===== src/rtl/add_sequencer.sv =====
// add_sequencer: multi-precision adder controller.
// A single W-bit registered adder stage is stepped over LIMBS limbs,
// least-significant limb first. The carry from each limb feeds the next.
// The result is a (W*LIMBS)-bit sum plus a carry-out.
module add_sequencer #(
    parameter int W     = 32,
    parameter int LIMBS = 4
) (
    input  logic               clk,
    input  logic               rst,
    input  logic               start,
    input  logic [W*LIMBS-1:0] a,
    input  logic [W*LIMBS-1:0] b,
    input  logic               c_in,
    output logic               busy,
    output logic               done,
    output logic [W*LIMBS-1:0] sum,
    output logic               c_out
);

    localparam int IDXW = (LIMBS > 1) ? $clog2(LIMBS) : 1;
    localparam logic [IDXW-1:0] LAST_IDX = IDXW'(LIMBS - 1);

    typedef enum logic [1:0] {
        IDLE  = 2'd0,
        RUN   = 2'd1,
        FLUSH = 2'd2
    } state_t;

    state_t state;
    state_t next_state;

    // Latched operands, so the producer may change a/b/c_in after the start edge.
    logic [W*LIMBS-1:0] a_q;
    logic [W*LIMBS-1:0] b_q;
    logic               cin_q;

    // Index of the limb that the adder captures on the next RUN edge.
    logic [IDXW-1:0] idx;

    // Registered adder stage. It holds the sum and carry of the limb captured last.
    logic [W-1:0] add_sum;
    logic         add_carry;

    // Combinational adder inputs for the current limb.
    logic [W-1:0] a_limb;
    logic [W-1:0] b_limb;
    logic         cin_sel;
    logic [W:0]   add_result;

    logic accept;

    assign accept = (state == IDLE) && start;

    // State register.
    always_ff @(posedge clk) begin
        if (rst) begin
            state <= IDLE;
        end else begin
            state <= next_state;
        end
    end

    // Next-state logic: IDLE -> RUN on start, RUN for LIMBS edges, then one FLUSH edge.
    always_comb begin
        next_state = state;
        case (state)
            IDLE: begin
                if (start) begin
                    next_state = RUN;
                end
            end
            RUN: begin
                if (idx == LAST_IDX) begin
                    next_state = FLUSH;
                end
            end
            FLUSH: begin
                next_state = IDLE;
            end
            default: begin
                next_state = IDLE;
            end
        endcase
    end

    // Select limb idx of the latched operands, and choose the carry-in for that limb.
    always_comb begin
        a_limb  = '0;
        b_limb  = '0;
        for (int i = 0; i < LIMBS; i++) begin
            if (idx == IDXW'(i)) begin
                a_limb = a_q[i*W +: W];
                b_limb = b_q[i*W +: W];
            end
        end
        cin_sel    = (idx == '0) ? cin_q : add_carry;
        add_result = {1'b0, a_limb} + {1'b0, b_limb} + {{W{1'b0}}, cin_sel};
    end

    // Capture the operands when a start is accepted.
    always_ff @(posedge clk) begin
        if (rst) begin
            a_q   <= '0;
            b_q   <= '0;
            cin_q <= 1'b0;
        end else if (accept) begin
            a_q   <= a;
            b_q   <= b;
            cin_q <= c_in;
        end
    end

    // Limb index: cleared on accept, advanced once per RUN edge.
    always_ff @(posedge clk) begin
        if (rst) begin
            idx <= '0;
        end else if (accept) begin
            idx <= '0;
        end else if (state == RUN) begin
            idx <= idx + 1'b1;
        end
    end

    // Adder stage register: captures one limb per RUN edge.
    always_ff @(posedge clk) begin
        if (rst) begin
            add_sum   <= '0;
            add_carry <= 1'b0;
        end else if (state == RUN) begin
            {add_carry, add_sum} <= add_result;
        end
    end

    // Result register: write back the previous limb during RUN, and write the top limb plus carry in FLUSH.
    always_ff @(posedge clk) begin
        if (rst) begin
            sum   <= '0;
            c_out <= 1'b0;
        end else if (state == RUN) begin
            for (int i = 1; i < LIMBS; i++) begin
                if (idx == IDXW'(i)) begin
                    sum[(i-1)*W +: W] <= add_sum;
                end
            end
        end else if (state == FLUSH) begin
            sum[(LIMBS-1)*W +: W] <= add_sum;
            c_out                 <= add_carry;
        end
    end

    // Status flags: busy spans accept to FLUSH, and done pulses for the one cycle after FLUSH.
    always_ff @(posedge clk) begin
        if (rst) begin
            busy <= 1'b0;
            done <= 1'b0;
        end else begin
            done <= (state == FLUSH);
            if (accept) begin
                busy <= 1'b1;
            end else if (state == FLUSH) begin
                busy <= 1'b0;
            end
        end
    end

endmodule


===== config.mk =====
export PLATFORM = sky130hd
export DESIGN_NAME = add_sequencer
export DESIGN_NICKNAME = d
export VERILOG_FILES = /design/src/rtl/add_sequencer.sv
export SDC_FILE = /design/constraint.sdc
export NUM_CORES = 1
export LEC_CHECK = 0
export ABC_AREA = 1
export BUFFER_PORTS_ARGS = -buffer_cell sky130_fd_sc_hd__buf_2
export CAP_MARGIN = 20
export CORE_ASPECT_RATIO = 0.75
export CORE_MARGIN = 2
export CORE_UTILIZATION = 50
export DETAILED_ROUTE_END_ITERATION = 16
export GPL_TIMING_DRIVEN = 0
export PLACE_DENSITY = 0.81
export SLEW_MARGIN = 30
export SYNTH_ARGS = -nofsm -noshare
export SYNTH_HDL_FRONTEND = slang
export SYNTH_SLANG_ARGS = --single-unit

===== constraint.sdc =====
create_clock -name clk -period 3.4 [get_ports clk]
set_clock_uncertainty 0.05 [all_clocks]
set_input_delay 0.34 -clock clk [delete_from_list [all_inputs] [get_ports clk]]
set_output_delay 0.34 -clock clk [all_outputs]
set_load 0.02 [all_outputs]

==> flow_summary.yaml <==
run_status:
  status: "finished with violations"
  violations: "hold timing, setup timing"
yosys:
  syn_nets: 3004
  synth_xor_area_frac: 0.006455
  postSynthCellCount: 2707
  synth-adder-area-share: 0.02516
  synth_simple_gate_area_frac: 0.2499
  ys_seq_elements: 425
  ys_seq_area_frac: 0.4479
  synthArstFlopShare: 0
  synthMuxAreaShare: 0
  yosys_warnings: 0
  synth_top_family_by_area: "simple AND/OR/NAND/NOR gates"
  synth_compound_area_frac: 0.1868
  netlist_area_sq_um: 18990
  synth-edff-count: 0
  syn_area_per_cell_sq_um: 7.017
  ys.flop_type: "dfxtp_1"
  synth.distinct_cells: 35
worst_setup_path:
  cp_cell_sequence: "ha_1 > buf_4 > clkbuf_4 > a21oi_1 > o21ai_2 > o21ai_2 > fa_2 > fa_2 > inv_2 > nand3_2 > nand3_2 > nand3_2 > nand3_2 > nor2_1 > o21ai_0 > nand2_1 > inv_1"
  crit_path_start_kind: "flop"
  path_delay_family: "adder cells"
  crit_path_top_delay_cell: "fa_2"
  crit_path_frequent_cell: "nand3_2"
  path_buf_inv: 4
  required_ns: 3.85
  slowest_delay_ns: 0.42
  cp_max_fo: 10
  endpoint_kind: "flop"
  critPathArrivalTime_ns: 3.89
  critPathKind: "reg2reg"
pwr:
  p_per_area_nw_per_um2: 493.1
  seqPwrFrac: 0.417
  p_int_uw: 9161
  power.total_uw: 13240
  pwr-share-comb: 0.215
  p_clk_frac: 0.368
  switchingPower_uw: 4080
  ir_drop_v: 0.0003658
  swShare: 0.3081
  p_leak_uw: 0.01240
timing:
  hold_viol: 3
  worst_slew_pin_slew_ns: 0.7064
  rsz0062_at_grt: "yes"
  maxSlewHeadroom: 0.5291
  hold-worst-slack_ns: -0.01960
  setup_viol: 8
  timing.fmax_mhz: 290.2
  setup_slack_ns: -0.04583
  finalMaxSlewViolations: 0
  min_period_ns: 3.446
  fin_crit_sh: 1.013
floorplanning:
  die_area_sq_um: 39580
  fp.dieH_um: 172.8
  core-area_sq_um: 37250
  io_pins: 391
  die_x_um: 229.1
  initial_core_util: 0.5100
  num_rows: 61
clock_tree:
  cts_tree: "done"
  cts_buffers: 43
  clock-sinks: 425
  cts_max_path_buffers: 3
  clk_pin_slew_worst_paths_ns: 0.07
  worst_skew_pair.late_latency_ns: 0.57
  cts-root-buf: "clkbuf_16"
  htree_num_levels: 2
drt:
  wire_per_inst_um: 21.03
  drt-total-wl_um: 82470
  wl_met2_um: 35310
  ant_nets: 0
  wl_met3_um: 10760
  firstDrtPassIters: 6
  vias: 23043
  viasPerCell: 5.875
  drtIter0Drc: 2930
  met1_length_um: 31800
  drcViolationCount: 0
  maxUsedRoutingLayer: "met4"
placement:
  dp_hpwl_um: 57030
  place_area_sq_um: 21570
  place_inst: 3600
  place_congestion: 0.9701
  port_buffers: 389
  pre_cts_slack_ns: -1.185
finish:
  area_delta_synth_final_pct: 41.38
  final_nets: 3678
  n_fill_cell: 2769
  finalNonFillerCells: 3922
  finalInstanceArea_sq_um: 26850
  regArea_sq_um: 8513
  multi_input_area_sq_um: 10220
  drive_above_1_share: 0.2513
job:
  max_cap_violations: 0
global_routing:
  grt_pass1_vias: 21819
  grt_first_pass_wirelength_um: 121000
  grt_use_total: 0.3917
  antenna_found_initial: 4
  grt_start_max_net_pins: 16
  overflow: 0
hold_path:
  hold_path_class: "in2reg"
-- path summary, 6_finish.rpt --
path	startpoint	endpoint	slack (ns)	cells after the start
hold reg to reg	b_q[17]	b_q[17]	0.41	2
hold / removal	b[108]	b_q[108]	-0.02	3
setup / recovery	idx[1]	add_sum[12]	-0.05	17
setup reg to reg	idx[1]	add_sum[12]	-0.05	17
-- cells by family (layout without fill, tap and decap cells) --
| logic type | after synthesis | count (layout) |
|---|---|---|
| XOR/XNOR | 14 | 14 |
| AND/OR/NAND/NOR | 1182 | 1182 |
| buffers and inverters | 383 | 1090 |
| other | 0 | 4 |
| flip-flops | 425 | 425 |
| adder cells (fa/ha/maj) | 37 | 37 |
| AO/OA/AOI/OAI | 666 | 666 |
-- worst reg2reg max path, stage by stage, from the launching register on --
cell	delay [ns]
dfxtp_4	0.38
ha_1	0.31
buf_4	0.29
clkbuf_4	0.28
a21oi_1	0.07
o21ai_2	0.08
o21ai_2	0.10
fa_2	0.42
fa_2	0.39
inv_2	0.09
nand3_2	0.07
nand3_2	0.12
nand3_2	0.09
nand3_2	0.14
nor2_1	0.05
o21ai_0	0.26
nand2_1	0.10
inv_1	0.07
-- what timing repair did --
item                       CTS  global route
cloned                       0             1
resized for setup          160           235
setup endpoints to repair   32            28
hold endpoints to repair   203             0
setup buffers               20            18
pin swaps                   33            84
hold buffers               203             0
-- state kept, by name (all words and copies together), names as in the netlist, 2 cells and up --
signal   count
a_q        128
add_sum     32
b_q        128
idx          2
state        2
sum        128
-- stage by stage --
| step | setup TNS, ns | utilization |
|---|---|---|
| 2_1_floorplan | 0 | - |
| 3_3_place_gp | -18.86 | 0.5792 |
| 3_5_place_dp | -21.33 | 0.5792 |
| 4_1_cts | 0 | 0.6896 |
| 5_1_grt | -1.115 | 0.7209 |
| 6_report | -0.2049 | 0.7210 |
-- area by class of cell --
type | count | area share
Tap cell | 504 | 0.02348
Inverter | 195 | 0.02749
Sequential cell | 425 | 0.3170
Clock buffer | 56 | 0.04491
Timing Repair Buffer | 631 | 0.1605
Clock inverter | 22 | 0.007921
Antenna cell | 4 | 0.0003727
Multi-Input combinational cell | 1899 | 0.3807
Buffer | 186 | 0.03769
-- Yosys cell counts (2+ instances only) --
library cell / instances / area share
nor2_2: 3 / 0.00099
nand2_1: 395 / 0.078
buf_4: 9 / 0.0036
buf_2: 75 / 0.020
nand3_1: 168 / 0.044
o21ai_0: 396 / 0.10
clkbuf_1: 98 / 0.019
nand2_2: 13 / 0.0043
inv_2: 5 / 0.00099
inv_1: 189 / 0.037
o21ai_1: 5 / 0.0013
a22oi_1: 37 / 0.015
nand4_1: 4 / 0.0013
a221oi_1: 27 / 0.012
nor2_4: 2 / 0.0012
ha_1: 35 / 0.023
fa_1: 2 / 0.0021
xor2_1: 14 / 0.0065
nor2_1: 587 / 0.12
dfxtp_1: 425 / 0.45
buf_6: 2 / 0.0012
nor3_1: 5 / 0.0013
o21bai_1: 3 / 0.0012
a21oi_1: 194 / 0.051
buf_1: 3 / 0.00059
nand3_2: 2 / 0.0011
-- layer usage --
layer  track usage  vias to the layer above
met3        0.1148                      386
met1        0.5117                    10802
met5             0                        -
met4        0.1964                        0
li1              -                    10185
met2        0.5912                     1670
-- power by group through the flow --
stage,sequential [uW],combinational [uW],clock [uW]
3_5_place_dp,5590,1940,0
3_3_place_gp,5580,1910,0
2_1_floorplan,5520,1180,0
5_1_grt,5540,3000,5030
4_1_cts,5490,2320,4820
6_report,5530,2850,4870
-- cells in the final DEF, fill, tap and decap left out, types with 16 or more instances in the layout --
cell type	instances
clkbuf_16	45
buf_2	454
o21ai_1	19
dfxtp_1	423
nand3_1	145
a22oi_2	16
a21oi_2	36
clkbuf_1	83
o21ai_2	27
nand2_1	356
dlygate4sd3_1	203
o21ai_0	352
buf_4	48
nor2_1	572
nor2_2	17
a21oi_1	157
nand2_2	44
nand3_2	18
a22oi_1	21
ha_4	27
inv_1	185
Note: power is estimated with default switching activity, not from simulation.
